===== src/rtl/stack_ctrl.sv =====
// stack_ctrl: CPU single-word stack port plus register-file burst save/restore engine.
// Optional: define STACK_CTRL_UFLOW_IRQ_EN to pulse irq on every underflow-type error.
`default_nettype none
`timescale 1ns/1ps

module stack_ctrl (
  input  logic        clk,
  input  logic        reset_n,
  input  logic        cpu_push,
  input  logic        cpu_pop,
  input  logic [31:0] cpu_d,
  output logic        cpu_busy,
  input  logic        burst_start,
  input  logic        burst_save,
  input  logic [3:0]  burst_base,
  input  logic [3:0]  burst_cnt,
  output logic        burst_done,
  output logic        burst_err,
  output logic [3:0]  rf_addr,
  input  logic [31:0] rf_rdata,
  output logic [31:0] rf_wdata,
  output logic        rf_we,
  output logic        st_push,
  output logic        st_pop,
  output logic [31:0] st_d,
  input  logic [31:0] st_q,
  output logic [7:0]  depth,
  output logic        ovf,
  output logic        unf,
  input  logic        err_clr,
  output logic        irq
);

  typedef enum logic [2:0] {
    IDLE  = 3'd0,
    SAVE  = 3'd1,
    RPOP  = 3'd2,
    RLAST = 3'd3,
    DONE  = 3'd4
  } state_t;

  state_t      state_q, state_d;
  logic [3:0]  base_q, base_d;
  logic [3:0]  cnt_q, cnt_d;
  logic [3:0]  idx_q, idx_d;
  logic        err_q, err_d;
  logic [7:0]  depth_q, depth_d;
  logic        ovf_q, ovf_d;
  logic        unf_q, unf_d;
  logic        ovf_set, unf_set;
  logic [8:0]  save_need;
  logic [3:0]  pop_idx;

  assign save_need = {1'b0, depth_q} + {5'd0, burst_cnt};
  // Restore walks the register window top-down; 4-bit math wraps 15->0.
  assign pop_idx   = base_q + cnt_q - 4'd1 - idx_q;

  assign cpu_busy  = (state_q != IDLE) | burst_start;
  assign burst_err = err_q & (state_q == DONE);
  assign depth     = depth_q;
  assign ovf       = ovf_q;
  assign unf       = unf_q;

  always_comb begin
    state_d    = state_q;
    base_d     = base_q;
    cnt_d      = cnt_q;
    idx_d      = idx_q;
    err_d      = err_q;
    st_push    = 1'b0;
    st_pop     = 1'b0;
    st_d       = 32'd0;
    rf_addr    = 4'd0;
    rf_we      = 1'b0;
    rf_wdata   = 32'd0;
    burst_done = 1'b0;
    ovf_set    = 1'b0;
    unf_set    = 1'b0;

    case (state_q)
      IDLE: begin
        if (burst_start) begin
          base_d = burst_base;
          cnt_d  = burst_cnt;
          idx_d  = 4'd0;
          err_d  = 1'b0;
          if (burst_cnt == 4'd0) begin
            state_d = DONE;
          end else if (burst_save && (save_need > 9'd128)) begin
            err_d   = 1'b1;
            ovf_set = 1'b1;
            state_d = DONE;
          end else if (!burst_save && ({4'd0, burst_cnt} > depth_q)) begin
            err_d   = 1'b1;
            unf_set = 1'b1;
            state_d = DONE;
          end else begin
            state_d = burst_save ? SAVE : RPOP;
          end
        end else if (cpu_push) begin
          if (depth_q == 8'd128) begin
            ovf_set = 1'b1;
          end else begin
            st_push = 1'b1;
            st_d    = cpu_d;
          end
        end else if (cpu_pop) begin
          if (depth_q == 8'd0) begin
            unf_set = 1'b1;
          end else begin
            st_pop = 1'b1;
          end
        end
      end
      SAVE: begin
        st_push = 1'b1;
        rf_addr = base_q + idx_q;
        st_d    = rf_rdata;
        idx_d   = idx_q + 4'd1;
        if (idx_q == cnt_q - 4'd1) state_d = DONE;
      end
      RPOP: begin
        st_pop = 1'b1;
        // The word popped last cycle sits one index above the current pop.
        if (idx_q != 4'd0) begin
          rf_we    = 1'b1;
          rf_addr  = pop_idx + 4'd1;
          rf_wdata = st_q;
        end
        idx_d = idx_q + 4'd1;
        if (idx_q == cnt_q - 4'd1) state_d = RLAST;
      end
      RLAST: begin
        rf_we    = 1'b1;
        rf_addr  = base_q;
        rf_wdata = st_q;
        state_d  = DONE;
      end
      DONE: begin
        burst_done = 1'b1;
        state_d    = IDLE;
      end
      default: state_d = IDLE;
    endcase
  end

  assign depth_d = depth_q + {7'd0, st_push} - {7'd0, st_pop};
  assign ovf_d   = ovf_set | (ovf_q & ~err_clr);
  assign unf_d   = unf_set | (unf_q & ~err_clr);

  always_ff @(posedge clk or negedge reset_n) begin
    if (!reset_n) begin
      state_q <= IDLE;
      base_q  <= 4'd0;
      cnt_q   <= 4'd0;
      idx_q   <= 4'd0;
      err_q   <= 1'b0;
      depth_q <= 8'd0;
      ovf_q   <= 1'b0;
      unf_q   <= 1'b0;
    end else begin
      state_q <= state_d;
      base_q  <= base_d;
      cnt_q   <= cnt_d;
      idx_q   <= idx_d;
      err_q   <= err_d;
      depth_q <= depth_d;
      ovf_q   <= ovf_d;
      unf_q   <= unf_d;
    end
  end

`ifdef STACK_CTRL_UFLOW_IRQ_EN
  logic irq_q;

  always_ff @(posedge clk or negedge reset_n) begin
    if (!reset_n) irq_q <= 1'b0;
    else          irq_q <= unf_set;
  end

  assign irq = irq_q;
`else
  assign irq = 1'b0;
`endif

endmodule

`default_nettype wire


===== config.mk =====
export PLATFORM = sky130hd
export DESIGN_NAME = stack_ctrl
export DESIGN_NICKNAME = d
export VERILOG_FILES = /design/src/rtl/stack_ctrl.sv
export SDC_FILE = /design/constraint.sdc
export NUM_CORES = 1
export LEC_CHECK = 0
export BUFFER_PORTS_ARGS = -buffer_cell sky130_fd_sc_hd__buf_4
export CAP_MARGIN = 10
export CORE_MARGIN = 2
export CORE_UTILIZATION = 43
export DETAILED_ROUTE_END_ITERATION = 10
export HOLD_SLACK_MARGIN = 0.06
export PLACE_DENSITY = 0.85
export SLEW_MARGIN = 40
export SYNTH_ARGS = -nofsm -noshare
export SYNTH_HDL_FRONTEND = slang
export SYNTH_SLANG_ARGS = --single-unit

===== constraint.sdc =====
create_clock -name clk -period 3.2 [get_ports clk]
set_input_delay 0.96 -clock clk [delete_from_list [all_inputs] [get_ports clk]]
set_output_delay 0.96 -clock clk [all_outputs]
set_load 0.005 [all_outputs]

# [Word-level counts from Yosys, hierarchy flattened]
# Cells that the tools add are included.
[word_totals] output_inout_bits=85 in_bits=111 word_cells=95 register_bits=26
[op_classes] bitwise=7 eq_ne=9 addsub=10 muxes=46 order_cmp=2 n_reduce_logical=13
[op_table] op="$mux 32" n=4
[op_table] op="$pmux 32 s2" n=2
[op_table] op="$mux 1" n=25
[op_table] op="$mux 3" n=6
[op_table] op="$pmux 3 s4" n=1
[op_table] op="$pmux 4 s3" n=1
[op_table] op="$add 8x4->9" n=1
[op_table] op="$gt 9x8->1 const B" n=1
[op_table] op="$add 4x1->4 const B" n=2
[op_table] op="$add 4x4->4" n=2
[op_table] op="$add 8x1->8" n=1
[op_table] op="$eq 8x8->1 const B" n=1
[op_table] op="$gt 4x8->1" n=1
[op_table] op="$logic_not 8->1" n=1
[op_table] op="$mux 4" n=2
[op_table] op="$pmux 4 s2" n=1
[op_table] op="$sub 4x1->4 const B" n=2
[op_table] op="$sub 8x1->8" n=1
[op_table] op="$eq 3x2->1 const B" n=2
[op_table] op="$ne 2x2->1 const B" n=3
[op_table] op="$pmux 1 s2" n=3
[op_table] op="$eq 4x4->1" n=1
[op_table] op="$logic_not 4->1" n=1
[op_table] op="$reduce_and 2->1" n=2
[op_table] op="15 further kinds" n=20

# [Logic depth before layout (Yosys ltp)]
[depth] depth_word=8 mapped_depth=17

# [Worst setup path before layout]
# No wires, ideal clock.
[synth_path] kind="input to register" start="input cpu_push" end="register depth_q[7], in the netlist depth[7]" setup_ps=79 cell_stages=12 t_arrival_ps=2946 t_required_ps=3121 setup_slack_ps=175 path_buffers=0 path_cell_list="nor3_1 a21oi_1 nor3_1 ha_1 inv_1 ha_1 a21o_1 a21o_1 a221oi_2 o21bai_1 a21oi_1 xor2_1"
[synth_via] elab_cells_between_ends=8 cone_classes="add/sub: 2; mux: 6"
[synth_rtl] element="from (decl)" line_no="9" text="input logic cpu_push,"
[synth_rtl] element="$mux 1" line_no="100" text="end else if (cpu_push) begin"
[synth_rtl] element="$mux 1" line_no="82" text="if (burst_start) begin"
[synth_rtl] element="$pmux 1 s2" line_no="80" text="case (state_q)"
[synth_rtl] element="via st_pop" line_no="24" text="output logic st_pop,"
[synth_rtl] element="$sub 8x1->8" line_no="147" text="assign depth_d = depth_q + {7'd0, st_push} - {7'd0, st_pop};"
[synth_rtl] element="via depth_d[7]" line_no="47" text="logic [7:0] depth_q, depth_d;"
[synth_rtl] element="to (signal assigned)" line_no="167" text="depth_q <= depth_d;"
[synth_rtl] element="to (decl)" line_no="47"
# The timed path passes the listed nets, and every way through them passes these cells.
# A chain may end at the register's enable or synchronous reset.

# [Worst setup path in the final report]
[layout_path] start="register idx_q[1]" end="output rf_addr[3]"
[layout_via] elab_chain_len=4 elab_cells_between_ends=6 cone_classes="add/sub: 3; mux: 2; reduce/logical: 1"
[layout_lines] element="from (decl)" line_no="45" text="logic [3:0] idx_q, idx_d;"
[layout_lines] element="from (signal assigned)" line_no="165" text="idx_q <= idx_d;"
[layout_lines] element="$sub 4x4->4" line_no="56" text="assign pop_idx = base_q + cnt_q - 4'd1 - idx_q;"
[layout_lines] element="$add 4x1->4" line_no="127" text="rf_addr = pop_idx + 4'd1;"
[layout_lines] element="$mux 4" line_no="125" text="if (idx_q != 4'd0) begin"
[layout_lines] element="$pmux 4 s3 (*)" line_no="80"
[layout_lines] element="to (decl)" line_no="19" text="output logic [3:0] rf_addr,"
# Every way passes the cells marked *; elsewhere a longest branch is shown, timed or not.

==> reports/summary.txt <==
total global routing overflow = 0
final layout net count = 706
maximum vdd drop = 0.654 mV
share of async-settable or async-resettable flops after synthesis = 100%
final-report max-slew violation count = 0
placeable core region = 6760 um^2
net count of the mapped netlist = 503
Critical Path AT = 2.27 ns
endpoint type of the worst setup path = primary output
dominant combinational cell family by area after synthesis = compound AO/OA/AOI/OAI gates
Layout Utilization = 69.8%
register-to-register setup slack = 0.18 ns
height of the die = 87.5 um
PnR worst setup slack = -0.0270 ns
Syn Inst Count = 351
amount of wire on met3 after detailed routing = 638 um
WL/cell = 17.1 um
post-synthesis simple-gate area fraction = 19.9%
combined area of all synthesized cells = 3000 um^2
Filler Cell Count = 551
number of setup violations in the final report = 1
max capacitance violation total = 0
hold crit path type = register to register
Initial Utilization = 44.3%
average vias per placed instance = 5.34
destination of the worst register-to-register timing path = depth[6]
global-route usage over all layers = 26.5%
number of diodes added for antenna fixing = 0
I/O pin total = 196
Req. time, crit path = 2.24 ns
highest routed layer = met4
start-to-end type of the worst setup path = register to primary output
first element of the critical path = idx_q[1]
startpoint of the lowest-slack hold path = ovf
amount of wire on met2 after detailed routing = 5.46 mm
vias in the first global route = 3280
H-Tree Level Count = 1
Mapped Avg Cell Area = 8.53 um^2
Sink Count = 26
wire length of the first global-routing pass = 15.9 mm
post-synthesis mux area share = 1.04%
last element of the critical path = rf_addr[3]
Seq cells post-synth = 26
pwr/cell area = 899 nW/um^2
total DRC errors in the routed layout = 0
Least-Margin Pin Slew = 0.756 ns
RSZ-0062 raised after global routing = yes
complex-gate fraction of the synthesized area = 24.4%
final worst path period share = 101%
Max FO, Critical Path = 2
die span in x = 87.5 um
Clock Latency Late Sink = 0.27 ns
final hold violations = 0
share of post-route cells with drive strength above 1 = 44.7%
time the worst path needs with I/O delays and setup = 3.23 ns
Achievable Freq = 0.310 GHz
maximum root-to-sink buffer count = 2
Critical R2R Launch = depth[5]
router iterations before antenna repair = 4
proportion of synthesized chip area in sequential cells = 21.7%
IO Port Bufs = 194
final routed wirelength across all metal layers = 10.8 mm
element type at the critical path start = register
xor-xnor portion of the synthesized cell area = 6.77%
number of antenna violations at the first check in global routing = 0
Worst Clk Skew = 0.00191 ns
Post-DRT Antenna Nets = 0
Yosys cell types = 56
adder and majority cell fraction of the synthesized area = 18.6%
Rows = 30
length of routed wiring on met1 = 4.33 mm
Setup Total Neg Slack = -0.0270 ns
Worst R2R Path Depth = 17
Slew headroom = 49.2%
Iter 0 DRT Violations = 126
cts bufs inserted = 3
EDFF count, synth = 0
leakage power of the design = 0.00246 uW
maximum number of pins on one net before global-route repair = 34
area growth from synthesis to layout = 57.4%
number of warnings issued by yosys = 0
failing checks = negative setup slack
vias after detailed routing = 3377
clock tree from TritonCTS = yes
Main synth FF type = sky130_fd_sc_hd__dfrtp_1
weighted congestion reported at the end of routability-driven placement = 0.854
register clock-pin slew on the reported worst setup and hold paths = 0.09 ns
Root Buffer = sky130_fd_sc_hd__clkbuf_8
number of hold buffers added after cts = 0
run status = finished, violations left
overall die area = 7650 um^2
placed wire-length estimate after detailed placement = 8.99 mm
-- critical path, cell delays in order (launching register included) --
cell and delay, ns:
sky130_fd_sc_hd__dfrtp_1 0.41, sky130_fd_sc_hd__fa_1 0.56, sky130_fd_sc_hd__inv_1 0.05, sky130_fd_sc_hd__ha_1 0.26, sky130_fd_sc_hd__a21o_1 0.17, sky130_fd_sc_hd__a21oi_2 0.17
sky130_fd_sc_hd__xnor2_1 0.13, sky130_fd_sc_hd__o22ai_1 0.09, sky130_fd_sc_hd__buf_4 0.15
-- how the worst min path moves through the flow --
stage / to / slack [ns] / depth (start not counted)
2_1_floorplan: err_q / 0.46 / 2
3_3_place_gp: ovf / 0.52 / 2
3_5_place_dp: ovf / 0.49 / 2
4_1_cts: ovf / 0.52 / 2
5_1_grt: ovf / 0.57 / 2
6_report: ovf / 0.52 / 2
-- per-layer routing --
| layer | vias to the layer above | GRT usage, % |
|---|---|---|
| met1 | 1589 | 32.9 |
| met2 | 138 | 44.5 |
| met5 | - | 0 |
| met4 | 0 | 10.3 |
| met3 | 26 | 5.88 |
| li1 | 1624 | - |
-- timing repair --
item | in CTS | in global routing
setup buffers | 4 | 1
pin swaps | 6 | 5
setup endpoints to repair | 1 | 52
resized for setup | 3 | 11
hold endpoints to repair | 0 | 0
-- stage by stage --
step / total power [uW] / hold slack, ns / cells / area, um^2 / setup slack [ns]
floorplan: 2650 / 0.461 / 351 / 3000 / 0.175
global placement: 3760 / 0.522 / 624 / 4610 / 0.0206
detailed placement: 3910 / 0.494 / 624 / 4610 / -0.182
CTS: 4180 / 0.523 / 631 / 4680 / -0.00422
global route: 4590 / 0.569 / 632 / 4710 / -0.116
finish: 4240 / 0.520 / 632 / 4710 / -0.0270
-- cell type report --
class | count | area, um^2 | share of cell area, %
Tap cell | 80 | 100 | 2.12
Sequential cell | 26 | 652 | 13.8
Multi-Input combinational cell | 271 | 2150 | 45.6
Timing Repair Buffer | 216 | 1640 | 34.7
Clock buffer | 3 | 41.3 | 0.876
Inverter | 36 | 135 | 2.87
-- cell families (layout without fill, tap and decap cells) --
logic type	count (synthesis)	after routing
AO/OA/AOI/OAI	94	94
buffers and inverters	54	255
AND/OR/NAND/NOR	111	111
other	1	1
adder cells (fa/ha/maj)	41	41
multiplexers	3	3
XOR/XNOR	21	21
flip-flops	26	26
-- synthesized netlist by cell type, drive strengths merged (2+ instances only) --
master,instances,area [um^2]
o22ai,5,37.5
nor4,4,37.5
nor3b,2,15.0
dfrtp,26,651
nand3,6,30.0
a221oi,2,23.8
nor2b,7,46.3
nor2,16,60.1
clkbuf,7,26.3
nor3,9,45.0
a21oi,17,88.8
inv,36,135
mux2i,2,20.0
o21ai,11,55.1
ha,35,438
xnor2,15,150
fa,6,120
o211ai,4,30.0
xor2,6,52.6
o31ai,4,35.0
nand2b,3,21.3
buf,11,60.1
a22oi,2,20.0
and2,34,213
a21o,4,30.0
a22o,33,289
or2,2,12.5
nand2,25,93.8
-- state kept, by name, summed over array words and instances (netlist names) --
| name | count |
|---|---|
| base_q | 4 |
| cnt_q | 4 |
| depth | 8 |
| err_q | 1 |
| idx_q | 4 |
| ovf | 1 |
| state_q | 3 |
| unf | 1 |
-- power breakdown --
group	leakage, uW	internal (uW)	switching [uW]
logic	0.00211	1710	1650
registers	0.000323	493	189
clock network	0.0000216	84.6	106
total	0.00246	2290	1950
-- cells in the final DEF, fill, tap and decap left out, drive strengths merged, types with 5 or more instances in the layout --
cell   count
nor2b      7
a22o      33
buf      216
xnor2     15
o21ai     11
nand3      6
nor2      16
o22ai      5
and2      34
dfrtp     26
xor2       6
fa         6
nor3       9
nand2     25
inv       36
ha        35
a21oi     17
Note: power is estimated with default switching activity, not from simulation.
